<file path="src/rtl/la_link_ctrl.sv">
// Link bring-up and supervision controller for the LVDS logic-analyzer receive path.
// Sequences receiver reset and lock acquisition, supervises the running link, retrains with backoff.
module la_link_ctrl #(
    parameter int unsigned RESET_CYCLES   = 16,
    parameter int unsigned LOCK_TIMEOUT   = 1000000,
    parameter int unsigned IDLE_TIMEOUT   = 4000000,
    parameter int unsigned BACKOFF_CYCLES = 65536,
    parameter int unsigned MAX_RETRY      = 7
) (
    input  logic       clk,
    input  logic       rst_n,
    input  logic       enable,
    input  logic       clear_fault,
    input  logic [2:0] lock_level,
    input  logic       pkt_toggle,
    output logic       rx_reset,
    output logic       link_up,
    output logic [2:0] state_out,
    output logic [3:0] retry_count,
    output logic [1:0] fail_cause,
    output logic       fault,
    output logic [7:0] relock_cnt
);

    typedef enum logic [2:0] {
        S_IDLE     = 3'd0,
        S_RESET_RX = 3'd1,
        S_WAIT_CLK = 3'd2,
        S_WAIT_PS  = 3'd3,
        S_WAIT_BS  = 3'd4,
        S_RUN      = 3'd5,
        S_BACKOFF  = 3'd6,
        S_FAULT    = 3'd7
    } state_t;

    localparam logic [23:0] RESET_LAST   = 24'(RESET_CYCLES - 1);
    localparam logic [23:0] LOCK_LAST    = 24'(LOCK_TIMEOUT - 1);
    localparam logic [23:0] IDLE_LAST    = 24'(IDLE_TIMEOUT - 1);
    localparam logic [23:0] BACKOFF_LAST = 24'(BACKOFF_CYCLES - 1);
    localparam logic [3:0]  RETRY_LIMIT  = 4'(MAX_RETRY);

    localparam logic [1:0] CAUSE_NONE    = 2'd0;
    localparam logic [1:0] CAUSE_TIMEOUT = 2'd1;
    localparam logic [1:0] CAUSE_LOST    = 2'd2;
    localparam logic [1:0] CAUSE_IDLE    = 2'd3;

    state_t      r_state;
    state_t      w_next;
    logic [23:0] r_timer;
    logic [23:0] w_timer_nxt;
    logic [1:0]  w_cause;
    logic        w_rx_reset;
    logic        w_enter_backoff;
    logic        w_enter_run;
    logic        w_fault_clear;

    logic [2:0]  r_lock_m;
    logic [2:0]  r_lock_s;
    logic        r_tog_m;
    logic        r_tog_s;
    logic        r_tog_d;
    logic        w_pkt_seen;

    logic        r_rx_reset;
    logic        r_link_up;
    logic [3:0]  r_retry;
    logic [1:0]  r_cause;
    logic        r_fault;
    logic [7:0]  r_relock;

    // Receiver-domain inputs: two-flop synchronizers, plus an edge detector on the packet toggle.
    always_ff @(posedge clk or negedge rst_n) begin
        if (!rst_n) begin
            r_lock_m <= '0;
            r_lock_s <= '0;
            r_tog_m  <= 1'b0;
            r_tog_s  <= 1'b0;
            r_tog_d  <= 1'b0;
        end else begin
            r_lock_m <= lock_level;
            r_lock_s <= r_lock_m;
            r_tog_m  <= pkt_toggle;
            r_tog_s  <= r_tog_m;
            r_tog_d  <= r_tog_s;
        end
    end

    assign w_pkt_seen = r_tog_s ^ r_tog_d;

    always_comb begin
        w_next  = r_state;
        w_cause = CAUSE_NONE;
        if (!enable) begin
            w_next = S_IDLE;
        end else begin
            case (r_state)
                S_IDLE: w_next = S_RESET_RX;
                S_RESET_RX: begin
                    if (r_timer == RESET_LAST) w_next = S_WAIT_CLK;
                end
                S_WAIT_CLK: begin
                    if (r_lock_s[0]) begin
                        w_next = S_WAIT_PS;
                    end else if (r_timer == LOCK_LAST) begin
                        w_next  = S_BACKOFF;
                        w_cause = CAUSE_TIMEOUT;
                    end
                end
                S_WAIT_PS: begin
                    if (r_lock_s[1:0] == 2'b11) begin
                        w_next = S_WAIT_BS;
                    end else if (!r_lock_s[0]) begin
                        w_next  = S_BACKOFF;
                        w_cause = CAUSE_LOST;
                    end else if (r_timer == LOCK_LAST) begin
                        w_next  = S_BACKOFF;
                        w_cause = CAUSE_TIMEOUT;
                    end
                end
                S_WAIT_BS: begin
                    if (r_lock_s == 3'b111) begin
                        w_next = S_RUN;
                    end else if (r_lock_s[1:0] != 2'b11) begin
                        w_next  = S_BACKOFF;
                        w_cause = CAUSE_LOST;
                    end else if (r_timer == LOCK_LAST) begin
                        w_next  = S_BACKOFF;
                        w_cause = CAUSE_TIMEOUT;
                    end
                end
                S_RUN: begin
                    if (r_lock_s != 3'b111) begin
                        w_next  = S_BACKOFF;
                        w_cause = CAUSE_LOST;
                    end else if (!w_pkt_seen && r_timer == IDLE_LAST) begin
                        w_next  = S_BACKOFF;
                        w_cause = CAUSE_IDLE;
                    end
                end
                S_BACKOFF: begin
                    // retry_count already holds the value incremented on entry.
                    if (r_retry >= RETRY_LIMIT) w_next = S_FAULT;
                    else if (r_timer == BACKOFF_LAST) w_next = S_RESET_RX;
                end
                S_FAULT: begin
                    if (clear_fault) w_next = S_IDLE;
                end
                default: w_next = S_IDLE;
            endcase
        end
    end

    always_comb begin
        w_timer_nxt = r_timer + 24'd1;
        if (w_next != r_state) w_timer_nxt = '0;
        else if (r_state == S_RUN && w_pkt_seen) w_timer_nxt = '0;
    end

    assign w_rx_reset      = (w_next == S_IDLE) || (w_next == S_RESET_RX) ||
                             (w_next == S_BACKOFF) || (w_next == S_FAULT);
    assign w_enter_backoff = (w_next == S_BACKOFF) && (r_state != S_BACKOFF);
    assign w_enter_run     = (w_next == S_RUN) && (r_state != S_RUN);
    assign w_fault_clear   = (r_state == S_FAULT) && enable && clear_fault;

    always_ff @(posedge clk or negedge rst_n) begin
        if (!rst_n) begin
            r_state    <= S_IDLE;
            r_timer    <= '0;
            r_rx_reset <= 1'b1;
            r_link_up  <= 1'b0;
            r_retry    <= '0;
            r_cause    <= CAUSE_NONE;
            r_fault    <= 1'b0;
            r_relock   <= '0;
        end else begin
            r_state    <= w_next;
            r_timer    <= w_timer_nxt;
            r_rx_reset <= w_rx_reset;
            r_link_up  <= (w_next == S_RUN);
            if (w_enter_backoff) begin
                r_cause <= w_cause;
                if (r_retry != 4'hF) r_retry <= r_retry + 4'd1;
                if (r_state == S_RUN && r_relock != 8'hFF) r_relock <= r_relock + 8'd1;
            end
            if (w_enter_run) begin
                r_retry <= '0;
                r_cause <= CAUSE_NONE;
            end
            if (w_next == S_FAULT) begin
                r_fault <= 1'b1;
            end else if (w_fault_clear) begin
                r_fault <= 1'b0;
                r_retry <= '0;
            end
        end
    end

    assign state_out   = r_state;
    assign rx_reset    = r_rx_reset;
    assign link_up     = r_link_up;
    assign retry_count = r_retry;
    assign fail_cause  = r_cause;
    assign fault       = r_fault;
    assign relock_cnt  = r_relock;

endmodule

</file>
<file path="config.mk">
export PLATFORM = sky130hd
export DESIGN_NAME = la_link_ctrl
export DESIGN_NICKNAME = d
export VERILOG_FILES = /design/src/rtl/la_link_ctrl.sv
export SDC_FILE = /design/constraint.sdc
export NUM_CORES = 1
export LEC_CHECK = 0
export BUFFER_PORTS_ARGS = -buffer_cell sky130_fd_sc_hd__buf_2
export CAP_MARGIN = 30
export CORE_MARGIN = 2
export CORE_UTILIZATION = 60
export CTS_CLUSTER_SIZE = 20
export DETAILED_ROUTE_END_ITERATION = 12
export PLACE_DENSITY = 0.91
export SLEW_MARGIN = 20
export SYNTH_ARGS = -nofsm -noshare
export SYNTH_HDL_FRONTEND = slang
export SYNTH_SLANG_ARGS = --single-unit
</file>
<file path="constraint.sdc">
create_clock -name clk -period 8 [get_ports clk]
set_clock_uncertainty 0.2 [all_clocks]
set_input_delay 0.4 -clock clk [delete_from_list [all_inputs] [get_ports clk]]
set_output_delay 0.4 -clock clk [all_outputs]
set_load 0.02 [all_outputs]
</file>
==> summary.txt <==
TritonCTS Buffers = 5
R2R Setup Slk = 4.34 ns
HPWL after detailed placement = 4240 µm
Post-synth EDFFs = 0
mean routed wirelength per cell = 16.4 µm
cell with the most instances after synthesis = dfrtp_1
global route overflow = 0
synth cell count leaders = dfrtp_1, nor3_1, nor2_1
CTS tree = done
unrepaired setup endpoints after global routing = false
warnings from Yosys = 0
number of global-route vias before repair = 2361
outcome = finished, final reports clean
Pwr Density = 150 nW/µm²
Synth Net Count = 310
num ports = 28
clock buffer depth = 2
Top FF cell, synth = dfrtp_1
Residual DRC = 0
total track usage = 25.4%
number of max-cap violations = 0
worst skew pair latency = 0.31 ns
DIE HEIGHT = 73.0 µm
area grow syn2layout = 9.91%
first-pass GRT wire length = 10600 µm
vias = 2478
gpl congestion = 0.964
final setup vio count = 0
fin. max-slew vios = 0
share of post-route cells with drive strength above 1 = 15.1%
Port Buf Inserts = 27
Pwr Total = 471 µW
synth top area cells = dfrtp_1, xnor2_1, nor3_1, xor2_1, nor2_1
DRT antenna net count = 0
Final Cell Area = 3140 µm²
1st-iter DRT viols = 294
Worst-Margin Slew = 0.760 ns
biggest area consumer among synthesized cells = dfrtp_1
initial antenna violation count = 0
area taken by multi-input logic gates = 1420 µm²
fin util = 67.3%
Arrival @ worst endpoint = 3.62 ns
FF-to-FF Start = r_timer[8]$_DFF_PN0_
Reg-to-Reg End = r_timer[9]$_DFF_PN0_
Yosys cell types = 56
clk slew on worst S/H paths = 0.10 ns
Core ar. = 4660 µm²
syn_area_per_cell = 9.55 µm²
row count = 25
DP Worst Slack = 4.38 ns
maximum vdd drop = 0.109 mV
Worst EP required = 7.96 ns
Max H-tree Level = 2
Crit Path Class = flip-flop to flip-flop
Die Span X = 73.0 µm
Post-Syn Instances = 299
minimum clock period after layout = 3.66 ns
sequential cell area = 1330 µm²
crit path capture type = flip-flop
leakage = 1.36 nW
Synth Cell Area = 2850 µm²
Async S/R FF share, synth = 100%
post-placement cell area = 3010 µm²
Final period util = 45.7%
CTS root buffer = clkbuf_8
post-synthesis sequential area ratio = 46.5%
FILL cells = 351
Yosys top cell area share = 45.6%
drt first pass iters = 5
Setup TNS = 0 ns
critical path launch point type = flip-flop
Critical Path Source = r_timer[8]$_DFF_PN0_
largest net degree at the start of global routing = 54
Via density = 6.56
Worst R2R Path Depth = 7
detailed-route wire length = 6210 µm
final hold vios = 0
Achievable Freq = 0.273 GHz
initial cell density of the core = 61.2%
post-CTS resize count = 0
relative slew slack = 49.2%
die area = 5320 µm²
crit path max fanout = 23
Synth Register Bits = 53
clock sinks = 53
Ant. Diodes = 0
# nets final = 334
worst min path class = input port to asynchronous set/reset pin
Final WS setup = 4.34 ns
## repair_timing
action                     in CTS  in global routing
hold buffers                    4                  0
buffers inserted                0                  0
setup endpoints to repair       0                  0
hold endpoints to repair        4                  0
## registers in the layout (all words and copies together), names as in the netlist
register     count
r_timer         24
fail_cause       2
r_tog_m          1
r_lock_m         3
r_tog_s          1
relock_cnt       8
link_up          1
state_out        3
fault            1
r_lock_s         3
rx_reset         1
retry_count      4
r_tog_d          1
## worst max-delay path by stage
stage	to	slack, ns	cells after the start
3_5_place_dp	r_timer[9]$_DFF_PN0_	4.38	7
3_3_place_gp	r_timer[2]$_DFF_PN0_	4.48	7
5_1_grt	r_timer[23]$_DFF_PN0_	4.13	7
6_report	r_timer[9]$_DFF_PN0_	4.34	7
4_1_cts	r_timer[9]$_DFF_PN0_	4.36	7
2_1_floorplan	retry_count[0]$_DFF_PN0_	4.64	9
## stage by stage
step / hold slack (ns) / instances
floorplan: -0.0956 / 299
global placement: 0.134 / 366
detailed placement: 0.136 / 366
CTS: 0.0260 / 378
global route: 0.0699 / 378
finish: 0.00496 / 378
## power by group
group	switching, mW	leakage [nW]	internal [mW]	total (mW)
registers	0.00870	0.706	0.276	0.285
clock network	0.0880	0.0445	0.0622	0.150
logic	0.0230	0.608	0.0135	0.0365
## critical path, cell delays in order, from the launching register on
cell	delay (ns)
dfrtp_1	0.45
or4_4	0.58
or3_4	0.36
o311a_1	0.35
or4_1	0.61
o32a_1	0.25
nand2_1	0.58
nor3_1	0.13
## cells in the final DEF, fill, tap and decap left out, drive strengths merged, types with 2 or more instances in the layout
cell / instances
nor3: 28
xnor2: 20
or4: 7
ha: 3
xor2: 11
dlygate4sd3: 4
nand2b: 3
nor4bb: 2
a31oi: 2
inv: 10
a211oi: 4
nor4: 3
nand2: 22
o311ai: 2
a21oi: 9
and4: 3
buf: 30
clkbuf: 5
dfrtp: 52
nand4: 13
o21ai: 9
nand4b: 2
nor2: 23
and3: 5
or3: 5
or2: 3
nand3: 13
o31a: 2
o31ai: 5
## cell type report
cell class	instances	area share, %
repair buffers	34	6.30
well taps	54	2.15
clock buffers	5	2.19
flip-flops and latches	53	42.3
clock inverters	3	0.678
multi-input cells	220	45.3
inverters	9	1.08
## layer usage
metal | global-route usage (%) | vias to the layer above | part of all wire, %
li1 | - | 1145 | -
met5 | 0 | - | 0
met4 | 10.5 | 0 | 2.6
met3 | 4.42 | 24 | 6.0
met2 | 42.3 | 124 | 48
met1 | 32.9 | 1185 | 43
## cell families (layout without fill, tap and decap cells)
logic type | Yosys count | after routing | synth area share, %
xor gates and xnor gates | 31 | 31 | 9.51
DFF | 53 | 53 | 46.5
adders and majority gates | 3 | 3 | 1.32
buffers and inverters | 26 | 51 | 3.73
and+or+nand+nor | 137 | 137 | 26.1
AOI/OAI and AO/OA | 48 | 48 | 12.4
muxes | 1 | 1 | 0.395
Note: power is estimated with default switching activity, not from simulation.
